File: src/rtl/uart_rx_if.sv
// Receive-side byte stream of uart_rx: head-of-FIFO data with a valid/ready handshake.
// master = uart_rx (producer), slave = consumer.
interface uart_rx_if;
    logic [7:0] data;
    logic       rx_valid;
    logic       rx_ready;

    modport master (
        output data,
        output rx_valid,
        input  rx_ready
    );

    modport slave (
        input  data,
        input  rx_valid,
        output rx_ready
    );
endinterface

File: src/rtl/uart_rx.sv
// UART receiver, 8N1 by default (8E1 when UART_RX_PARITY_EN is defined), with a small
// receive FIFO. The bit length is programmable and is captured at each start detection.
module uart_rx #(
    parameter int unsigned FIFO_DEPTH = 4
) (
    input  logic        clk,
    input  logic        nrst,
    input  logic [15:0] bit_period,
    input  logic        serial_in,
    uart_rx_if.master   rx_if,
    output logic        frame_err,
    output logic        overrun,
    output logic        parity_err
);

    localparam int unsigned AW = (FIFO_DEPTH > 1) ? $clog2(FIFO_DEPTH) : 1;
    localparam logic [AW:0] DepthCnt = FIFO_DEPTH[AW:0];

    typedef enum logic [2:0] {
        StIdle,
        StStart,
        StData,
`ifdef UART_RX_PARITY_EN
        StParity,
`endif
        StStop,
        StBreak
    } state_e;

    state_e      state_q, state_d;
    logic        sync1_q, sync2_q;
    logic        rx_prev_q;
    logic [1:0]  settle_q;
    logic [15:0] period_q, period_d;
    logic [15:0] cnt_q, cnt_d;
    logic [2:0]  bit_idx_q, bit_idx_d;
    logic [7:0]  shift_q, shift_d;
    logic        rx, start_edge, expire, push;

    logic [7:0]  mem [FIFO_DEPTH];
    logic [AW-1:0] wr_ptr_q, rd_ptr_q;
    logic [AW:0] count_q;
    logic        full, pop, wr_en;

    assign rx     = sync2_q;
    assign expire = (cnt_q <= 16'd1);
    // rx_prev_q stays 0 until the synchronizer holds real line values, so a line that is
    // already low when reset releases is not mistaken for a start bit.
    assign start_edge = !rx && rx_prev_q;

`ifdef UART_RX_PARITY_EN
    logic par_bad_q, par_bad_d;
`endif

    always_comb begin
        state_d   = state_q;
        period_d  = period_q;
        cnt_d     = (cnt_q != 16'd0) ? cnt_q - 16'd1 : 16'd0;
        bit_idx_d = bit_idx_q;
        shift_d   = shift_q;
        push      = 1'b0;
        frame_err = 1'b0;
`ifdef UART_RX_PARITY_EN
        par_bad_d  = par_bad_q;
        parity_err = 1'b0;
`endif
        case (state_q)
            StIdle: begin
                if (start_edge) begin
                    state_d  = StStart;
                    period_d = bit_period;
                    cnt_d    = {1'b0, bit_period[15:1]};
`ifdef UART_RX_PARITY_EN
                    par_bad_d = 1'b0;
`endif
                end
            end
            StStart: begin
                if (expire) begin
                    if (!rx) begin
                        state_d   = StData;
                        cnt_d     = period_q;
                        bit_idx_d = 3'd0;
                    end else begin
                        state_d = StIdle;
                    end
                end
            end
            StData: begin
                if (expire) begin
                    shift_d   = {rx, shift_q[7:1]};
                    cnt_d     = period_q;
                    bit_idx_d = bit_idx_q + 3'd1;
                    if (bit_idx_q == 3'd7) begin
`ifdef UART_RX_PARITY_EN
                        state_d = StParity;
`else
                        state_d = StStop;
`endif
                    end
                end
            end
`ifdef UART_RX_PARITY_EN
            StParity: begin
                if (expire) begin
                    par_bad_d = rx ^ (^shift_q);
                    cnt_d     = period_q;
                    state_d   = StStop;
                end
            end
`endif
            StStop: begin
                if (expire) begin
`ifdef UART_RX_PARITY_EN
                    parity_err = par_bad_q;
`endif
                    if (rx) begin
`ifdef UART_RX_PARITY_EN
                        push = !par_bad_q;
`else
                        push = 1'b1;
`endif
                        state_d = StIdle;
                    end else begin
                        frame_err = 1'b1;
                        state_d   = StBreak;
                    end
                end
            end
            StBreak: begin
                if (rx) begin
                    state_d = StIdle;
                end
            end
            default: state_d = StIdle;
        endcase
    end

`ifndef UART_RX_PARITY_EN
    assign parity_err = 1'b0;
`endif

    always_ff @(posedge clk or negedge nrst) begin
        if (!nrst) begin
            state_q   <= StIdle;
            sync1_q   <= 1'b1;
            sync2_q   <= 1'b1;
            rx_prev_q <= 1'b0;
            settle_q  <= 2'd0;
            period_q  <= 16'd0;
            cnt_q     <= 16'd0;
            bit_idx_q <= 3'd0;
            shift_q   <= 8'd0;
`ifdef UART_RX_PARITY_EN
            par_bad_q <= 1'b0;
`endif
        end else begin
            state_q   <= state_d;
            sync1_q   <= serial_in;
            sync2_q   <= sync1_q;
            rx_prev_q <= (settle_q == 2'd2) && rx;
            settle_q  <= (settle_q == 2'd2) ? 2'd2 : settle_q + 2'd1;
            period_q  <= period_d;
            cnt_q     <= cnt_d;
            bit_idx_q <= bit_idx_d;
            shift_q   <= shift_d;
`ifdef UART_RX_PARITY_EN
            par_bad_q <= par_bad_d;
`endif
        end
    end

    // A pop in the push cycle frees a slot, so a full FIFO still accepts the byte.
    assign full           = (count_q == DepthCnt);
    assign rx_if.rx_valid = (count_q != '0);
    assign pop            = rx_if.rx_valid && rx_if.rx_ready;
    assign wr_en          = push && (!full || pop);
    assign overrun        = push && full && !pop;
    assign rx_if.data     = rx_if.rx_valid ? mem[rd_ptr_q] : 8'h00;

    always_ff @(posedge clk) begin
        if (wr_en) begin
            mem[wr_ptr_q] <= shift_q;
        end
    end

    always_ff @(posedge clk or negedge nrst) begin
        if (!nrst) begin
            wr_ptr_q <= '0;
            rd_ptr_q <= '0;
            count_q  <= '0;
        end else begin
            if (wr_en) begin
                wr_ptr_q <= wr_ptr_q + AW'(1);
            end
            if (pop) begin
                rd_ptr_q <= rd_ptr_q + AW'(1);
            end
            case ({wr_en, pop})
                2'b10:   count_q <= count_q + (AW+1)'(1);
                2'b01:   count_q <= count_q - (AW+1)'(1);
                default: count_q <= count_q;
            endcase
        end
    end

endmodule
File: src/flat_wrapper.sv
// flat-port wrapper written by rule: the top's interface ports become plain ports
module uart_rx_flat 
#(
    parameter int unsigned FIFO_DEPTH = 4
)
  (clk, nrst, bit_period, serial_in, frame_err, overrun, parity_err, rx_if_data, rx_if_rx_valid, rx_if_rx_ready);
  uart_rx_if rx_if_i ();
  input  logic clk;
  input  logic nrst;
  input  logic [15:0] bit_period;
  input  logic serial_in;
  output logic frame_err;
  output logic overrun;
  output logic parity_err;
  output wire logic [$bits(rx_if_i.data)-1:0] rx_if_data;
  output wire logic [$bits(rx_if_i.rx_valid)-1:0] rx_if_rx_valid;
  input wire logic [$bits(rx_if_i.rx_ready)-1:0] rx_if_rx_ready;
  assign rx_if_data = rx_if_i.data;
  assign rx_if_rx_valid = rx_if_i.rx_valid;
  assign rx_if_i.rx_ready = rx_if_rx_ready;
  uart_rx #(.FIFO_DEPTH(FIFO_DEPTH)) u_core (.clk(clk), .nrst(nrst), .bit_period(bit_period), .serial_in(serial_in), .rx_if(rx_if_i), .frame_err(frame_err), .overrun(overrun), .parity_err(parity_err));
endmodule
File: config.mk
export PLATFORM = sky130hd
export DESIGN_NAME = uart_rx_flat
export DESIGN_NICKNAME = d
export VERILOG_FILES = /design/src/rtl/uart_rx_if.sv /design/src/rtl/uart_rx.sv /design/src/flat_wrapper.sv
export SDC_FILE = /design/constraint.sdc
export NUM_CORES = 1
export LEC_CHECK = 0
export CAP_MARGIN = 15
export CORE_MARGIN = 4
export CORE_UTILIZATION = 55
export DETAILED_ROUTE_END_ITERATION = 12
export PLACE_DENSITY = 0.76
export SYNTH_ARGS = -nofsm -noshare
export SYNTH_HDL_FRONTEND = slang
export SYNTH_SLANG_ARGS = --single-unit
export TNS_END_PERCENT = 10
File: constraint.sdc
create_clock -name clk -period 3.9 [get_ports clk]
set_input_delay 0.975 -clock clk [delete_from_list [all_inputs] [get_ports clk]]
set_output_delay 0.975 -clock clk [all_outputs]
set_load 0.05 [all_outputs]
==> load_flow_metrics.sql, run 1 <==
INSERT INTO impl_metrics (metric_group, metric, value, unit) VALUES
('run_status', 'run_status', 'finished clean', ''),
('drt', 'drtPass1Iterations', '4', ''),
('timing', 'tns', '0', 'ps'),
('placement', 'globalplace.congestion', '0.8646', ''),
('floorplanning', 'die_wd', '93.91', 'microns'),
('min_path', 'hp-start', 'u_core.sync1_q$_DFF_PN1_', ''),
('grt', 'wire_length_of_the_first_global_routing_pass', '11.87', 'mm'),
('flow_run', 'maxCapViolations', '0', ''),
('timing', 'maxSlewViolCount', '0', ''),
('drt', 'detailedRoute.firstIterationViolations', '66', ''),
('timing', 'timing.slew.headroom', '26.23', '%'),
('drt', 'wl_per_cell', '15.71', 'microns'),
('synth', 'yosys_warnings', '0', ''),
('synth', 'syn_inst', '297', ''),
('min_path', 'whs_endpoint', 'u_core.rx$_DFF_PN1_', ''),
('grt', 'globalRouteOverflowTotal', '0', ''),
('setup_path', 'worst-r2r-cell-count', '10', ''),
('clocking', 'post-cts-setup-buffer-count', '0', ''),
('drt', 'route.vias.total', '2388', ''),
('grt', 'first_global_vias', '2478', ''),
('grt', 'grt_max_degree', '38', ''),
('clocking', 'clock_sink_count', '90', ''),
('layout', 'finish.net_count', '364', ''),
('setup_path', 'critical_path_class', 'flop to output pin', ''),
('timing', 'timing.fmax', '0.2861', 'GHz'),
('timing', 'hold_viol', '0', ''),
('timing', 'finClkSkew', '9.561', 'ps'),
('timing', 'max_slew.worst_pin.slew', '1107', 'ps'),
('floorplanning', 'core', '7214', 'sq um'),
('drt', 'remaining_drcs', '0', ''),
('setup_path', 'worstPathRequired', '2920', 'ps'),
('synth', 'ys_ff_latch', '90', ''),
('power_and_ir_drop', 'power.leakage', '1.801', 'nW'),
('synth', 'async_flop_share', '64.44', '%'),
('layout', 'final_layout_size_suffix_gt1_share', '19.05', '%'),
('clocking', 'clkSlewWorstSetupHoldPaths', '90', 'ps'),
('floorplanning', 'fp.dieArea', '8818', 'sq um'),
('setup_path', 'regToRegEndpoint', 'u_core.count_q[1]$_DFFE_PN0P_', ''),
('timing', 'setup-violations-final', '0', ''),
('synth', 'synth_edf_count', '32', ''),
('synth', 'synth_top_flop_cell', 'sky130_fd_sc_hd__dfrtp_1', ''),
('min_path', 'hold_path_class', 'flop to flop', ''),
('floorplanning', 'core.rowCount', '31', ''),
('layout', 'multiInputGateArea', '1545', 'sq um'),
('power_and_ir_drop', 'ir_drop', '0.2760', 'mV'),
('setup_path', 'critPathLaunchType', 'flop', ''),
('floorplanning', 'die-height', '93.91', 'microns'),
('drt', 'routed_wirelength', '6.834', 'mm'),
('clocking', 'library_cell_used_as_clock_root_buffer', 'sky130_fd_sc_hd__clkbuf_8', ''),
('drt', 'vias_per_cell', '5.490', ''),
('clocking', 'tritoncts', 'done', ''),
('layout', 'flow.area_growth_from_synthesis', '14.67', '%'),
('setup_path', 'crit_path_end_kind', 'output pin', ''),
('grt', 'grt_usage', '17.82', '%'),
('setup_path', 'regToRegStartpoint', 'u_core.cnt_q[0]$_DFF_PN0_', ''),
('power_and_ir_drop', 'power_per_cell_area', '585.4', 'nW/um^2'),
('timing', 'period_utilisation_layout', '89.62', '%'),
('setup_path', 'worst-endpoint-arrival', '2520', 'ps'),
('timing', 'rsz0062_at_grt', 'false', ''),
('layout', 'final_core_utilization', '64.52', '%'),
('synth', 'mappedNetlistNets', '330', ''),
('placement', 'numPlacedInstances', '419', ''),
('floorplanning', 'floorplan.initialDensity', '56.26', '%'),
('synth', 'avg_synthesized_cell_area', '13.67', 'sq um'),
('layout', 'final_cells', '435', ''),
('clocking', 'ctsLongestPathBuffers', '2', ''),
('setup_path', 'cp_max_fo', '10', ''),
('placement', 'hpwl', '4.758', 'mm'),
('synth', 'synth_sequential_area_ratio', '59.49', '%'),
('placement', 'io_buffer_count', '30', ''),
('layout', 'num_antenna_cells', '0', ''),
('setup_path', 'r2r_slack', '1010', 'ps'),
('layout', 'fillerInstances', '547', ''),
('clocking', 'cts-buffers-inserted', '9', ''),
('grt', 'antenna_found_initial', '0', ''),
('layout', 'regArea', '2415', 'sq um'),
('min_path', 'whs_path_depth', '0', ''),
('synth', 'post_synth_num_cell_types', '42', ''),
('synth', 'syn-cell-area', '4059', 'sq um'),
('drt', 'drtAntennaViolNets', '0', ''),
('floorplanning', 'io-pin-count', '32', ''),
('timing', 'finalWorstPathRequiredPeriod', '3495', 'ps'),
('clocking', 'cts-htree-levels', '3', ''),
('clocking', 'insertion_delay', '350', 'ps');
-- worst max path at each step --
stage,startpoint,end,slack [ps]
floorplan,u_core.cnt_q[3]$_DFF_PN0_,frame_err,440
global placement,u_core.cnt_q[9]$_DFF_PN0_,frame_err,570
detailed placement,u_core.cnt_q[0]$_DFF_PN0_,frame_err,530
CTS,u_core.cnt_q[0]$_DFF_PN0_,frame_err,110
global route,u_core.rd_ptr_q[0]$_DFFE_PN0P_,rx_if_data[6],280
finish,u_core.rd_ptr_q[0]$_DFFE_PN0P_,rx_if_data[7],400
-- power by group --
part | switching, W | internal, W | leakage (nW)
registers | 0.000179 | 0.00111 | 0.982
clock network | 0.000335 | 0.000234 | 0.0908
logic | 0.000476 | 0.000393 | 0.729
total | 0.000990 | 0.00173 | 1.80
-- registers in the layout, summed over array words and instances, names as in the netlist --
signal	cells
u_core.wr_ptr_q	2
u_core.shift_q	8
u_core.rd_ptr_q	2
u_core.rx_prev_q	1
u_core.rx	1
u_core.settle_q	2
u_core.bit_idx_q	3
u_core.count_q	3
u_core.state_q	3
u_core.period_q	16
u_core.sync1_q	1
u_core.cnt_q	16
u_core.mem	32
-- layout by cell type, fill, tap and decap left out, types with 11 or more instances in the layout --
master                            count
sky130_fd_sc_hd__a22oi_1             16
sky130_fd_sc_hd__inv_1               15
sky130_fd_sc_hd__mux2_2              18
sky130_fd_sc_hd__clkdlybuf4s50_1     27
sky130_fd_sc_hd__and2_1              14
sky130_fd_sc_hd__xor2_1              11
sky130_fd_sc_hd__dfrtp_1             56
sky130_fd_sc_hd__ha_1                12
sky130_fd_sc_hd__nand2_1             13
sky130_fd_sc_hd__o21ai_0             20
sky130_fd_sc_hd__edfxtp_1            32
-- area by class of cell --
type | count | area share [%]
Multi-Input combinational cell | 180 | 33.20
Sequential cell | 90 | 51.88
Clock inverter | 6 | 0.8871
Tap cell | 99 | 2.661
Inverter | 15 | 1.210
Clock buffer | 10 | 2.742
Timing Repair Buffer | 35 | 7.419
-- layer usage --
layer / global-route usage, % / share of wire, % / vias up
li1: - / - / 1134
met1: 21.64 / 42 / 1189
met2: 30.46 / 52 / 52
met3: 4.327 / 4.3 / 13
met4: 7.220 / 2.0 / 0
met5: 0 / 0 / -
-- cells by family after synthesis --
family          share of synthesized area (%)
compound gates                          6.566
xor+xnor                                4.316
fa+ha+maj                               4.192
buf+inv                                 2.805
flops                                   59.49
mux                                     12.52
other cells                           0.09239
simple gates                            10.02
-- worst max-delay path, stage by stage, from the launching register on --
cell and delay [ps]:
sky130_fd_sc_hd__dfrtp_1 720, sky130_fd_sc_hd__mux4_2 590, sky130_fd_sc_hd__and2_1 170, sky130_fd_sc_hd__clkdlybuf4s50_1 690
-- stage by stage --
step	setup slack (ps)	hold slack, ps	total power, W	instance area [sq um]
6_report	404.7	361.0	0.002725	4654
5_1_grt	281.1	367.7	0.002883	4654
4_1_cts	106.5	360.9	0.002753	4652
3_5_place_dp	532.3	346.9	0.002180	4483
3_3_place_gp	569.5	346.4	0.002157	4483
2_1_floorplan	439.3	345.2	0.001907	4059
-- what timing repair did --
item                       in CTS  in global routing
setup endpoints to repair       0                  1
hold buffers                    0                  0
resized for setup               0                  1
-- cells in the mapped netlist, types with 7 or more instances --
| master | instances | share of area, % |
|---|---|---|
| sky130_fd_sc_hd__a22oi_1 | 16 | 3.0 |
| sky130_fd_sc_hd__and2_1 | 14 | 2.2 |
| sky130_fd_sc_hd__clkbuf_1 | 8 | 0.74 |
| sky130_fd_sc_hd__dfrtp_1 | 56 | 35 |
| sky130_fd_sc_hd__edfxtp_1 | 32 | 24 |
| sky130_fd_sc_hd__ha_1 | 12 | 3.7 |
| sky130_fd_sc_hd__inv_1 | 15 | 1.4 |
| sky130_fd_sc_hd__mux2_2 | 18 | 5.0 |
| sky130_fd_sc_hd__mux2_4 | 7 | 2.6 |
| sky130_fd_sc_hd__mux4_2 | 8 | 4.4 |
| sky130_fd_sc_hd__nand2_1 | 13 | 1.2 |
| sky130_fd_sc_hd__nor2_1 | 11 | 1.0 |
| sky130_fd_sc_hd__nor3_1 | 7 | 0.86 |
| sky130_fd_sc_hd__o21ai_0 | 20 | 2.5 |
| sky130_fd_sc_hd__xnor2_1 | 9 | 1.9 |
| sky130_fd_sc_hd__xor2_1 | 11 | 2.4 |
Note: power is estimated with default switching activity, not from simulation.
==> run 2, diff against run 1 <==
CTS_CLUSTER_DIAMETER = 50   (was unset)
==> results of run 2 <==
No change in the layout: final DEF, timing and power equal those of run 1.
==> run 3, diff against run 2 <==
PLACE_DENSITY = 0.75   (was 0.76)
REMOVE_ABC_BUFFERS = 1   (was unset)
==> run 3 against run 2 <==
Worst setup slack got worse by 21 ps. Final area decreased by 0.16%. Combinational power about the same. Critical path type unchanged.
==> load_flow_metrics.sql, run 3 (synthesized netlist as in run 1, its figures left out) <==
INSERT INTO impl_metrics (metric_group, metric, value, unit) VALUES
('run_status', 'run_status', 'finished clean', ''),
('timing', 'finClkSkew', '10.58', 'ps'),
('min_path', 'hold_path_class', 'flop to flop', ''),
('layout', 'num_antenna_cells', '0', ''),
('drt', 'drtPass1Iterations', '4', ''),
('drt', 'vias_per_cell', '5.431', ''),
('floorplanning', 'io-pin-count', '32', ''),
('clocking', 'cts-htree-levels', '3', ''),
('timing', 'timing.fmax', '0.2844', 'GHz'),
('drt', 'wl_per_cell', '15.19', 'microns'),
('layout', 'final_common_cell', 'sky130_fd_sc_hd__dfrtp_1', ''),
('timing', 'hold_viol', '0', ''),
('floorplanning', 'die_wd', '93.91', 'microns'),
('floorplanning', 'floorplan.initialDensity', '56.26', '%'),
('floorplanning', 'fp.dieArea', '8818', 'sq um'),
('grt', 'wire_length_of_the_first_global_routing_pass', '11.21', 'mm'),
('timing', 'tns', '0', 'ps'),
('floorplanning', 'core', '7214', 'sq um'),
('placement', 'minimum_setup_slack_after_placement', '459.9', 'ps'),
('clocking', 'tritoncts', 'done', ''),
('placement', 'io_buffer_count', '30', ''),
('timing', 'period_utilisation_layout', '90.16', '%'),
('layout', 'largest-register', 'u_core.mem', ''),
('clocking', 'insertion_delay', '350', 'ps'),
('timing', 'setup-violations-final', '0', ''),
('layout', 'finish.net_count', '363', ''),
('setup_path', 'cp.buffers_inverters', '1', ''),
('timing', 'finalWorstPathRequiredPeriod', '3516', 'ps'),
('grt', 'antenna_found_initial', '0', ''),
('setup_path', 'worst-endpoint-arrival', '2540', 'ps'),
('setup_path', 'max_stage_delay', '740', 'ps'),
('drt', 'route.vias.total', '2357', ''),
('setup_path', 'worstPathRequired', '2920', 'ps'),
('setup_path', 'crit_chain', 'mux4_2, and2_1, clkdlybuf4s50_1', ''),
('timing', 'worst_hold_slack', '360.7', 'ps'),
('timing', 'maxSlewViolCount', '0', ''),
('layout', 'leading_registers_by_flop_count', 'u_core.mem (32), u_core.cnt_q (16), u_core.period_q (16)', ''),
('drt', 'drtAntennaViolNets', '0', ''),
('power_and_ir_drop', 'power_per_cell_area', '581.9', 'nW/um^2'),
('grt', 'first_global_vias', '2351', ''),
('power_and_ir_drop', 'ir_drop', '0.3385', 'mV'),
('floorplanning', 'core.rowCount', '31', ''),
('clocking', 'library_cell_used_as_clock_root_buffer', 'sky130_fd_sc_hd__clkbuf_8', ''),
('setup_path', 'critPathLaunchType', 'flop', ''),
('flow_run', 'maxCapViolations', '0', ''),
('clocking', 'clock_sink_count', '90', ''),
('power_and_ir_drop', 'power.total', '0.002704', 'W'),
('grt', 'grt_usage', '16.87', '%'),
('clocking', 'post-cts-setup-buffer-count', '0', ''),
('timing', 'max_slew.worst_pin.slew', '1099', 'ps'),
('clocking', 'ctsLongestPathBuffers', '2', ''),
('timing', 'post_route_setup_slack', '383.6', 'ps'),
('layout', 'most-common-layout-cells', '56 x sky130_fd_sc_hd__dfrtp_1, 32 x sky130_fd_sc_hd__edfxtp_1, 27 x sky130_fd_sc_hd__clkdlybuf4s50_1', ''),
('drt', 'routed_wirelength', '6.593', 'mm'),
('layout', 'largest_reg_flops', '32', ''),
('drt', 'remaining_drcs', '0', ''),
('setup_path', 'crit_path_end_kind', 'output pin', ''),
('layout', 'regArea', '2415', 'sq um'),
('clocking', 'clkSlewWorstSetupHoldPaths', '90', 'ps'),
('floorplanning', 'die-height', '93.91', 'microns'),
('layout', 'multiInputGateArea', '1545', 'sq um'),
('layout', 'flow.area_growth_from_synthesis', '14.49', '%'),
('setup_path', 'cp_max_fo', '10', ''),
('grt', 'globalRouteOverflowTotal', '0', ''),
('clocking', 'cts.hold.buffers_added', '0', ''),
('clocking', 'post_cts.resized_instances', '0', ''),
('drt', 'detailedRoute.firstIterationViolations', '62', ''),
('setup_path', 'path_delay_family', 'flip-flops', ''),
('placement', 'globalplace.congestion', '0.8711', ''),
('timing', 'rsz0062_at_grt', 'false', ''),
('placement', 'hpwl', '4.606', 'mm'),
('setup_path', 'crit_path_top_delay_cell', 'sky130_fd_sc_hd__dfrtp_1', ''),
('grt', 'grt_max_degree', '59', ''),
('power_and_ir_drop', 'power.leakage', '1.797', 'nW'),
('layout', 'final_layout_size_suffix_gt1_share', '18.81', '%'),
('clocking', 'cts-buffers-inserted', '9', ''),
('timing', 'timing.slew.headroom', '26.75', '%'),
('layout', 'fillerInstances', '566', ''),
('setup_path', 'critical_path_class', 'flop to output pin', '');
[run 3: report_power, final]
group | total (W) | switching (W) | internal [W]
logic | 0.000869 | 0.000475 | 0.000393
registers | 0.00128 | 0.000178 | 0.00111
clock network | 0.000551 | 0.000317 | 0.000234
total | 0.00270 | 0.000970 | 0.00173
[run 3: metrics by stage]
stage / cell area [sq um] / utilization, % / cells
floorplan: 4001 / - / 285
global route: 4647 / 64.41 / 434
global placement: 4476 / 62.04 / 418
finish: 4647 / 64.41 / 434
CTS: 4644 / 64.38 / 434
detailed placement: 4476 / 62.04 / 418
[run 3: path summary, 6_finish.rpt]
kind / from / endpoint / slack [ps] / depth (start not counted)
setup / recovery: u_core.rd_ptr_q[0]$_DFFE_PN0P_ / rx_if_data[7] / 380 / 3
hold / removal: u_core.sync1_q$_DFF_PN1_ / u_core.rx$_DFF_PN1_ / 360 / 0
setup reg to reg: u_core.cnt_q[0]$_DFF_PN0_ / u_core.count_q[1]$_DFFE_PN0P_ / 1080 / 10
hold reg to reg: u_core.sync1_q$_DFF_PN1_ / u_core.rx$_DFF_PN1_ / 360 / 0
max in group asynchronous: nrst / u_core.shift_q[6]$_DFFE_PN0P_ / 2670 / 2
min in group asynchronous: nrst / u_core.count_q[0]$_DFFE_PN0P_ / 750 / 2
[run 3: metal layers]
layer | track usage, % | vias up | part of all wire, %
li1 | - | 1135 | -
met1 | 21.11 | 1166 | 43
met2 | 28.50 | 48 | 51
met3 | 3.606 | 8 | 3.8
met4 | 6.859 | 0 | 1.3
met5 | 0 | - | 0
[run 3: worst register-to-register path: stages (launching register included)]
cell and delay [ps]:
sky130_fd_sc_hd__dfrtp_1 450, sky130_fd_sc_hd__inv_1 110, sky130_fd_sc_hd__ha_1 260, sky130_fd_sc_hd__o21ai_0 220
sky130_fd_sc_hd__or2_4 320, sky130_fd_sc_hd__nor3_2 420, sky130_fd_sc_hd__inv_1 90, sky130_fd_sc_hd__ha_1 230
sky130_fd_sc_hd__inv_1 80, sky130_fd_sc_hd__fa_1 400, sky130_fd_sc_hd__o21ai_0 150
[run 3: cell type report]
cell class              instances  area share (%)
inverters                      15           1.212
clock inverters                 6          0.8885
clock buffers                  10           2.746
well taps                      99           2.666
repair buffers                 34           7.270
flip-flops and latches         90           51.97
multi-input cells             180           33.25
